### src/rtl/sd_arbiter_if.sv
`timescale 1ns/1ps
`default_nettype none
// ============================================================================
// sd_arbiter_if : requester and SPI IO bridge bundle for sd_arbiter
// Rev 1.0
// ============================================================================
interface sd_arbiter_if;
    logic [31:0] r0_lba,         r1_lba;
    logic        r0_rd,          r1_rd;
    logic        r0_wr,          r1_wr;
    logic        r0_ack,         r1_ack;
    logic [7:0]  r0_dout,        r1_dout;
    logic        r0_dout_strobe, r1_dout_strobe;
    logic [7:0]  r0_din,         r1_din;
    logic        r0_din_strobe,  r1_din_strobe;
    logic        r0_err,         r1_err;
    logic [31:0] sd_lba;
    logic        sd_rd;
    logic        sd_wr;
    logic        sd_ack;
    logic [7:0]  sd_dout;
    logic        sd_dout_strobe;
    logic [7:0]  sd_din;
    logic        sd_din_strobe;

    modport slave (
        input  r0_lba, r0_rd, r0_wr, r0_din,
        input  r1_lba, r1_rd, r1_wr, r1_din,
        output r0_ack, r0_dout, r0_dout_strobe, r0_din_strobe, r0_err,
        output r1_ack, r1_dout, r1_dout_strobe, r1_din_strobe, r1_err,
        output sd_lba, sd_rd, sd_wr, sd_din,
        input  sd_ack, sd_dout, sd_dout_strobe, sd_din_strobe
    );

    modport master (
        output r0_lba, r0_rd, r0_wr, r0_din,
        output r1_lba, r1_rd, r1_wr, r1_din,
        input  r0_ack, r0_dout, r0_dout_strobe, r0_din_strobe, r0_err,
        input  r1_ack, r1_dout, r1_dout_strobe, r1_din_strobe, r1_err,
        input  sd_lba, sd_rd, sd_wr, sd_din,
        output sd_ack, sd_dout, sd_dout_strobe, sd_din_strobe
    );
endinterface
`default_nettype wire

### src/rtl/sd_arbiter.sv
`timescale 1ns/1ps
`default_nettype none
// ============================================================================
// sd_arbiter : two-requester round-robin arbiter onto one SPI SD IO bridge.
// Optional REQ-state timeout enabled by defining SD_ARB_TIMEOUT_EN.  Rev 1.0
// ============================================================================
module sd_arbiter #(
    parameter logic [23:0] TIMEOUT_CYCLES = 24'd2000000
) (
    input  wire logic   clk,
    input  wire logic   reset_n,
    sd_arbiter_if.slave bus
);
    typedef enum logic [1:0] {
        S_IDLE = 2'd0,
        S_REQ  = 2'd1,
        S_XFER = 2'd2,
        S_DONE = 2'd3
    } state_t;

    localparam logic [9:0] c_SECTOR_BYTES = 10'd512;
`ifdef SD_ARB_TIMEOUT_EN
    localparam logic [23:0] c_TMO_LAST = TIMEOUT_CYCLES - 24'd1;
`endif

    state_t      state_q;
    logic [2:0]  ack_sync_q, dout_sync_q, din_sync_q;
    logic        gnt_q, last_q, rd_q;
    logic [31:0] lba_q;
    logic        sd_rd_q, sd_wr_q;
    logic [1:0]  ack_q, dout_stb_q, din_stb_q, err_q;
    logic [7:0]  dout0_q, dout1_q;
    logic [9:0]  cnt_q;
`ifdef SD_ARB_TIMEOUT_EN
    logic [23:0] tmo_q;
`endif

    logic        w_req0, w_req1, w_gnt, w_rd_sel;
    logic [31:0] w_lba_sel;
    logic [1:0]  w_gnt_oh;
    logic        w_ack_rise, w_ack_fall, w_dout_evt, w_din_evt;

    assign w_req0     = bus.r0_rd | bus.r0_wr;
    assign w_req1     = bus.r1_rd | bus.r1_wr;
    // On a tie the requester granted last time loses.
    assign w_gnt      = (w_req0 & w_req1) ? ~last_q : w_req1;
    assign w_rd_sel   = w_gnt ? bus.r1_rd  : bus.r0_rd;
    assign w_lba_sel  = w_gnt ? bus.r1_lba : bus.r0_lba;
    assign w_gnt_oh   = {gnt_q, ~gnt_q};
    assign w_ack_rise =  ack_sync_q[1]  & ~ack_sync_q[2];
    assign w_ack_fall = ~ack_sync_q[1]  &  ack_sync_q[2];
    assign w_dout_evt =  dout_sync_q[1] & ~dout_sync_q[2];
    assign w_din_evt  =  din_sync_q[1]  & ~din_sync_q[2];

    always_ff @(posedge clk or negedge reset_n) begin
        if (!reset_n) begin
            state_q     <= S_IDLE;
            ack_sync_q  <= 3'b000;
            dout_sync_q <= 3'b000;
            din_sync_q  <= 3'b000;
            gnt_q       <= 1'b0;
            last_q      <= 1'b1;
            rd_q        <= 1'b0;
            lba_q       <= 32'h0;
            sd_rd_q     <= 1'b0;
            sd_wr_q     <= 1'b0;
            ack_q       <= 2'b00;
            dout_stb_q  <= 2'b00;
            din_stb_q   <= 2'b00;
            err_q       <= 2'b00;
            dout0_q     <= 8'h00;
            dout1_q     <= 8'h00;
            cnt_q       <= 10'd0;
`ifdef SD_ARB_TIMEOUT_EN
            tmo_q       <= 24'd0;
`endif
        end else begin
            ack_sync_q  <= {ack_sync_q[1:0],  bus.sd_ack};
            dout_sync_q <= {dout_sync_q[1:0], bus.sd_dout_strobe};
            din_sync_q  <= {din_sync_q[1:0],  bus.sd_din_strobe};
            dout_stb_q  <= 2'b00;
            din_stb_q   <= 2'b00;
            err_q       <= 2'b00;
            case (state_q)
                S_IDLE: begin
                    if (w_req0 | w_req1) begin
                        gnt_q   <= w_gnt;
                        rd_q    <= w_rd_sel;
                        lba_q   <= w_lba_sel;
                        sd_rd_q <= w_rd_sel;
                        sd_wr_q <= ~w_rd_sel;
                        cnt_q   <= 10'd0;
`ifdef SD_ARB_TIMEOUT_EN
                        tmo_q   <= 24'd0;
`endif
                        state_q <= S_REQ;
                    end
                end
                S_REQ: begin
                    if (w_ack_rise) begin
                        sd_rd_q <= 1'b0;
                        sd_wr_q <= 1'b0;
                        ack_q   <= w_gnt_oh;
                        state_q <= S_XFER;
                    end
`ifdef SD_ARB_TIMEOUT_EN
                    else if (tmo_q == c_TMO_LAST) begin
                        sd_rd_q <= 1'b0;
                        sd_wr_q <= 1'b0;
                        err_q   <= w_gnt_oh;
                        state_q <= S_DONE;
                    end else begin
                        tmo_q   <= tmo_q + 24'd1;
                    end
`endif
                end
                S_XFER: begin
                    if (w_ack_fall) begin
                        ack_q   <= 2'b00;
                        if (rd_q && (cnt_q != c_SECTOR_BYTES)) begin
                            err_q <= w_gnt_oh;
                        end
                        state_q <= S_DONE;
                    end
                    // Bytes beyond one sector are silently discarded.
                    if (w_dout_evt && (cnt_q != c_SECTOR_BYTES)) begin
                        cnt_q      <= cnt_q + 10'd1;
                        dout_stb_q <= w_gnt_oh;
                        if (gnt_q) begin
                            dout1_q <= bus.sd_dout;
                        end else begin
                            dout0_q <= bus.sd_dout;
                        end
                    end
                    if (w_din_evt) begin
                        din_stb_q <= w_gnt_oh;
                    end
                end
                S_DONE: begin
                    last_q  <= gnt_q;
                    dout0_q <= 8'h00;
                    dout1_q <= 8'h00;
                    state_q <= S_IDLE;
                end
                default: state_q <= S_IDLE;
            endcase
        end
    end

    assign bus.r0_ack         = ack_q[0];
    assign bus.r1_ack         = ack_q[1];
    assign bus.r0_dout        = dout0_q;
    assign bus.r1_dout        = dout1_q;
    assign bus.r0_dout_strobe = dout_stb_q[0];
    assign bus.r1_dout_strobe = dout_stb_q[1];
    assign bus.r0_din_strobe  = din_stb_q[0];
    assign bus.r1_din_strobe  = din_stb_q[1];
    assign bus.r0_err         = err_q[0];
    assign bus.r1_err         = err_q[1];
    assign bus.sd_lba         = lba_q;
    assign bus.sd_rd          = sd_rd_q;
    assign bus.sd_wr          = sd_wr_q;
    assign bus.sd_din         = (state_q == S_XFER) ? (gnt_q ? bus.r1_din : bus.r0_din) : 8'h00;
endmodule
`default_nettype wire

### src/flat_wrapper.sv
// flat-port wrapper written by rule: the top's interface ports become plain ports
module sd_arbiter_flat 
#(
    parameter logic [23:0] TIMEOUT_CYCLES = 24'd2000000
)
  (clk, reset_n, bus_r0_lba, bus_r0_rd, bus_r0_wr, bus_r0_din, bus_r1_lba, bus_r1_rd, bus_r1_wr, bus_r1_din, bus_r0_ack, bus_r0_dout, bus_r0_dout_strobe, bus_r0_din_strobe, bus_r0_err, bus_r1_ack, bus_r1_dout, bus_r1_dout_strobe, bus_r1_din_strobe, bus_r1_err, bus_sd_lba, bus_sd_rd, bus_sd_wr, bus_sd_din, bus_sd_ack, bus_sd_dout, bus_sd_dout_strobe, bus_sd_din_strobe);
  sd_arbiter_if bus_i ();
  input  wire logic clk;
  input  wire logic reset_n;
  input wire logic [$bits(bus_i.r0_lba)-1:0] bus_r0_lba;
  input wire logic [$bits(bus_i.r0_rd)-1:0] bus_r0_rd;
  input wire logic [$bits(bus_i.r0_wr)-1:0] bus_r0_wr;
  input wire logic [$bits(bus_i.r0_din)-1:0] bus_r0_din;
  input wire logic [$bits(bus_i.r1_lba)-1:0] bus_r1_lba;
  input wire logic [$bits(bus_i.r1_rd)-1:0] bus_r1_rd;
  input wire logic [$bits(bus_i.r1_wr)-1:0] bus_r1_wr;
  input wire logic [$bits(bus_i.r1_din)-1:0] bus_r1_din;
  output wire logic [$bits(bus_i.r0_ack)-1:0] bus_r0_ack;
  output wire logic [$bits(bus_i.r0_dout)-1:0] bus_r0_dout;
  output wire logic [$bits(bus_i.r0_dout_strobe)-1:0] bus_r0_dout_strobe;
  output wire logic [$bits(bus_i.r0_din_strobe)-1:0] bus_r0_din_strobe;
  output wire logic [$bits(bus_i.r0_err)-1:0] bus_r0_err;
  output wire logic [$bits(bus_i.r1_ack)-1:0] bus_r1_ack;
  output wire logic [$bits(bus_i.r1_dout)-1:0] bus_r1_dout;
  output wire logic [$bits(bus_i.r1_dout_strobe)-1:0] bus_r1_dout_strobe;
  output wire logic [$bits(bus_i.r1_din_strobe)-1:0] bus_r1_din_strobe;
  output wire logic [$bits(bus_i.r1_err)-1:0] bus_r1_err;
  output wire logic [$bits(bus_i.sd_lba)-1:0] bus_sd_lba;
  output wire logic [$bits(bus_i.sd_rd)-1:0] bus_sd_rd;
  output wire logic [$bits(bus_i.sd_wr)-1:0] bus_sd_wr;
  output wire logic [$bits(bus_i.sd_din)-1:0] bus_sd_din;
  input wire logic [$bits(bus_i.sd_ack)-1:0] bus_sd_ack;
  input wire logic [$bits(bus_i.sd_dout)-1:0] bus_sd_dout;
  input wire logic [$bits(bus_i.sd_dout_strobe)-1:0] bus_sd_dout_strobe;
  input wire logic [$bits(bus_i.sd_din_strobe)-1:0] bus_sd_din_strobe;
  assign bus_i.r0_lba = bus_r0_lba;
  assign bus_i.r0_rd = bus_r0_rd;
  assign bus_i.r0_wr = bus_r0_wr;
  assign bus_i.r0_din = bus_r0_din;
  assign bus_i.r1_lba = bus_r1_lba;
  assign bus_i.r1_rd = bus_r1_rd;
  assign bus_i.r1_wr = bus_r1_wr;
  assign bus_i.r1_din = bus_r1_din;
  assign bus_r0_ack = bus_i.r0_ack;
  assign bus_r0_dout = bus_i.r0_dout;
  assign bus_r0_dout_strobe = bus_i.r0_dout_strobe;
  assign bus_r0_din_strobe = bus_i.r0_din_strobe;
  assign bus_r0_err = bus_i.r0_err;
  assign bus_r1_ack = bus_i.r1_ack;
  assign bus_r1_dout = bus_i.r1_dout;
  assign bus_r1_dout_strobe = bus_i.r1_dout_strobe;
  assign bus_r1_din_strobe = bus_i.r1_din_strobe;
  assign bus_r1_err = bus_i.r1_err;
  assign bus_sd_lba = bus_i.sd_lba;
  assign bus_sd_rd = bus_i.sd_rd;
  assign bus_sd_wr = bus_i.sd_wr;
  assign bus_sd_din = bus_i.sd_din;
  assign bus_i.sd_ack = bus_sd_ack;
  assign bus_i.sd_dout = bus_sd_dout;
  assign bus_i.sd_dout_strobe = bus_sd_dout_strobe;
  assign bus_i.sd_din_strobe = bus_sd_din_strobe;
  sd_arbiter #(.TIMEOUT_CYCLES(TIMEOUT_CYCLES)) u_core (.clk(clk), .reset_n(reset_n), .bus(bus_i));
endmodule
### config.mk
export PLATFORM = sky130hd
export DESIGN_NAME = sd_arbiter_flat
export DESIGN_NICKNAME = d
export VERILOG_FILES = /design/src/rtl/sd_arbiter_if.sv /design/src/rtl/sd_arbiter.sv /design/src/flat_wrapper.sv
export SDC_FILE = /design/constraint.sdc
export NUM_CORES = 1
export LEC_CHECK = 0
export CORE_MARGIN = 10
export CORE_UTILIZATION = 56
export CTS_CLUSTER_DIAMETER = 50
export DETAILED_ROUTE_END_ITERATION = 7
export DONT_BUFFER_PORTS = 1
export HOLD_SLACK_MARGIN = 0.06
export MAX_ROUTING_LAYER = met4
export PLACE_DENSITY = 0.71
export SETUP_SLACK_MARGIN = 0.2
export SLEW_MARGIN = 20
export SYNTH_ARGS = -nofsm -noshare
export SYNTH_HDL_FRONTEND = slang
export SYNTH_SLANG_ARGS = --single-unit
### constraint.sdc
create_clock -name clk -period 2.4 [get_ports clk]
set_input_delay 0.48 -clock clk [delete_from_list [all_inputs] [get_ports clk]]
set_output_delay 0.48 -clock clk [all_outputs]
set_load 0.005 [all_outputs]
==> results.ini <==
[timing]
timing.fmax_ghz = 0.476
min_period_over_period_pct = 87.5
period_needed_ps = 2100
worst_slew_pin_slew_ps = 607
finalHoldViolCount = 82
rsz0062_at_grt = yes
whs_ps = -195
fin_setup_tns_ps = 0
fin_skew_ps = 14.1
drv_slew = 0
timing.slew.headroom_pct = 59.4
final.setup.worst_slack_ps = 299
setup_viol = 0

[synthesis]
yosysWarningCount = 0
synth_fp_nets = 486
synthTopCellsByArea = dfrtp_1 50%, mux2i_1 14%, o21ai_0 7.0%
synth_commonest_cells = 81 x dfrtp_1, 57 x mux2i_1, 56 x o21ai_0, 52 x nand2_1, 20 x nand3_1
synth_top_area_share_pct = 50.3
yosysMostFrequentCell = dfrtp_1
yosys.area.top_type = dfrtp_1
ys_types = 48
synth.yosys.seq_area_share_pct = 51.0
synth_edf_count = 0
ys_ff_latch = 82
synth_cells = 382
syn_area_per_cell_um2 = 10.5
syn_area_um2 = 4030
synthFlopType = dfrtp_1
synth-async-reset-ratio_pct = 100

[power_and_ir_drop]
p_switching_mw = 2.02
combPwrFrac_pct = 33.9
p_leak_nw = 2.10
power_frac_seq_pct = 44.2
p_per_area_nw_per_um2 = 1210
power_frac_clock_pct = 21.9
switching_share_pct = 38.0
p_int_mw = 3.29
ir_drop_mv = 0.867

[routing]
routed_wl_um = 9640
via_count = 2806
firstDrtPassIters = 4
drt_iter0_markers = 138
drc = 0
routed_via_density = 5.81
ant_nets = 0
wire_per_inst_um = 20.0

[floorplanning]
chipWidth_um = 105
design.core.area_um2 = 6910
start_util_pct = 58.3
dieHeight_um = 105
io_pins = 163
dieArea_um2 = 11000
floorplan.rows = 30

[clock_tree]
htreeDepth = 3
clkTransAtPathRegs_ps = 90
cts_buffer_depth = 2
clockRootBuffer = clkbuf_8
cts_sinks = 82
cts_made_buffers = 9
cts_tree = yes
insertion_delay_ps = 360

[layout]
nFillCells = 577
drive_gt1_share_pct = 11.7
syn_to_final_growth_pct = 8.73
layout.nets = 485

[worst_setup_path]
reg2reg_setup_slack_ps = 460
cp-end-kind = output port
crit_family = buffers and inverters
crit_required_ps = 1920
worstSetupPathType = reg2out
path_max_fanout = 20
critPathMaxStageDelay_ps = 410
crit_chain = inv_1 -> ha_2 -> buf_12 -> clkinvlp_4 -> nor2_1
start_kind = flip-flop
slowest_stage = dfrtp_1
crit_arrival_ps = 1620
cp.buffers_inverters = 3

[global_route]
grt_first_pass_wirelength_um = 15600
grt_max_degree = 83
first_global_vias = 3039
grt.met3_usage_pct = 6.76
grt_antenna_before_repair = 1
met1_usage_pct = 20.7
grt.busiest_layer = met2
grt_use_total_pct = 17.9
gr-total-overflow = 0
gr-usage-met2_pct = 27.9

[run_status]
violations = hold timing
status = complete, but fails checks

[hold_path]
hp-class = in2async

[place]
hpwl_um = 7180
placement.io_buffers = 0
dpl_worst_slack_ps = 472
gp_congestion = 0.789

[flow_run]
maxCapViolCount = 0

## cells by family after synthesis
kind of cell	share of synthesized area, %
flops	51.0
simple gates	14.3
fa+ha+maj	2.17
xor+xnor	0.217
mux	15.6
buf+inv	4.44
compound gates	12.4
## metrics by stage
stage          instances  instance area [um2]  power (mW)  util (%)
6_report             483                 4380        5.31      63.4
5_1_grt              483                 4380        5.73      63.4
4_1_cts              482                 4370        5.35      63.2
3_5_place_dp         464                 4110        4.15      59.5
3_3_place_gp         463                 4080        4.04      59.1
2_1_floorplan        382                 4030        3.63         -
## cell usage in the layout, fill, tap and decap left out, types with 2 or more instances in the layout
cell type   instances
buf_12              2
nor2_1             16
a21oi_1             4
dfrtp_1            81
a21o_1              3
a31oi_1             2
nor4_4              2
o31ai_1             2
a22o_1              5
nand2b_1            5
clkbuf_8           10
bufinv_16           2
mux2_2              5
buf_4               6
nand3_1            20
clkinvlp_4          3
inv_1               9
nor3_1              5
o21ai_1             2
o21ai_0            56
and2_1              3
mux2i_1            57
nand2_1            52
ha_1                6
## power groups by stage
stage / logic [mW] / clock network (mW) / registers, mW
after global routing: 2.06 / 1.24 / 2.43
after detailed placement: 1.76 / 0 / 2.39
after floorplan: 1.44 / 0 / 2.19
after global placement: 1.65 / 0 / 2.38
after CTS: 1.80 / 1.18 / 2.37
final: 1.80 / 1.16 / 2.35
## metal layers
layer / vias up / share of wire (%)
met1: 1351 / 42
met4: 0 / 1.4
met3: 9 / 8.2
met5: - / 0
met2: 106 / 49
li1: 1340 / -
## sequential cells by signal, indices dropped and copies added (netlist names)
register,flops
u_core.bus.sd_lba,32
u_core.cnt_q,10
u_core.bus.r0_dout,8
u_core.bus.r1_dout,8
u_core.ack_sync_q,3
u_core.din_sync_q,3
u_core.dout_sync_q,3
u_core.ack_q,2
u_core.din_stb_q,2
u_core.dout_stb_q,2
u_core.err_q,2
u_core.state_q,2
u_core.bus.sd_rd,1
u_core.bus.sd_wr,1
u_core.gnt_q,1
u_core.last_q,1
u_core.rd_q,1
## layout make-up
cell class              count  area (um2)  share of cell area, %
inverters                  10        41.3                  0.943
repair buffers              9         113                   2.57
clock buffers              10         138                   3.14
diodes                      1        2.50                 0.0571
flip-flops and latches     82        2050                   46.9
clock inverters             6        96.3                   2.20
multi-input cells         268        1810                   41.3
repair inverters            1        7.51                  0.171
well taps                  96         120                   2.74
## worst register-to-register path, cell delays in order, from the launching register on
cell     delay (ps)
dfrtp_1         410
inv_1           130
ha_1            370
nor2_1          100
a21o_1          180
or4_1           500
nand2_1          80
a22o_1          120
## what timing repair did
item | 4_1_cts | 5_1_grt
setup endpoints to repair | 8 | 8
hold endpoints to repair | 82 | 82
cloned | 1 | 0
buffers inserted | 1 | 0
gates resized for setup | 3 | 3
## worst paths after layout
| path | startpoint | end | cells past startpoint |
|---|---|---|---|
| setup reg to reg | u_core.state_q[0] | u_core.cnt_q[9] | 7 |
| hold / removal | reset_n | u_core.bus.sd_lba[8] | 0 |
| max in group asynchronous | reset_n | u_core.last_q | 0 |
| hold reg to reg | u_core.din_sync_q[0] | u_core.din_sync_q[1] | 0 |
| min in group clk | bus_sd_ack | u_core.ack_sync_q[0] | 0 |
| setup / recovery | u_core.state_q[0] | bus_sd_din[0] | 5 |
Power figures use the tool's default switching activity.
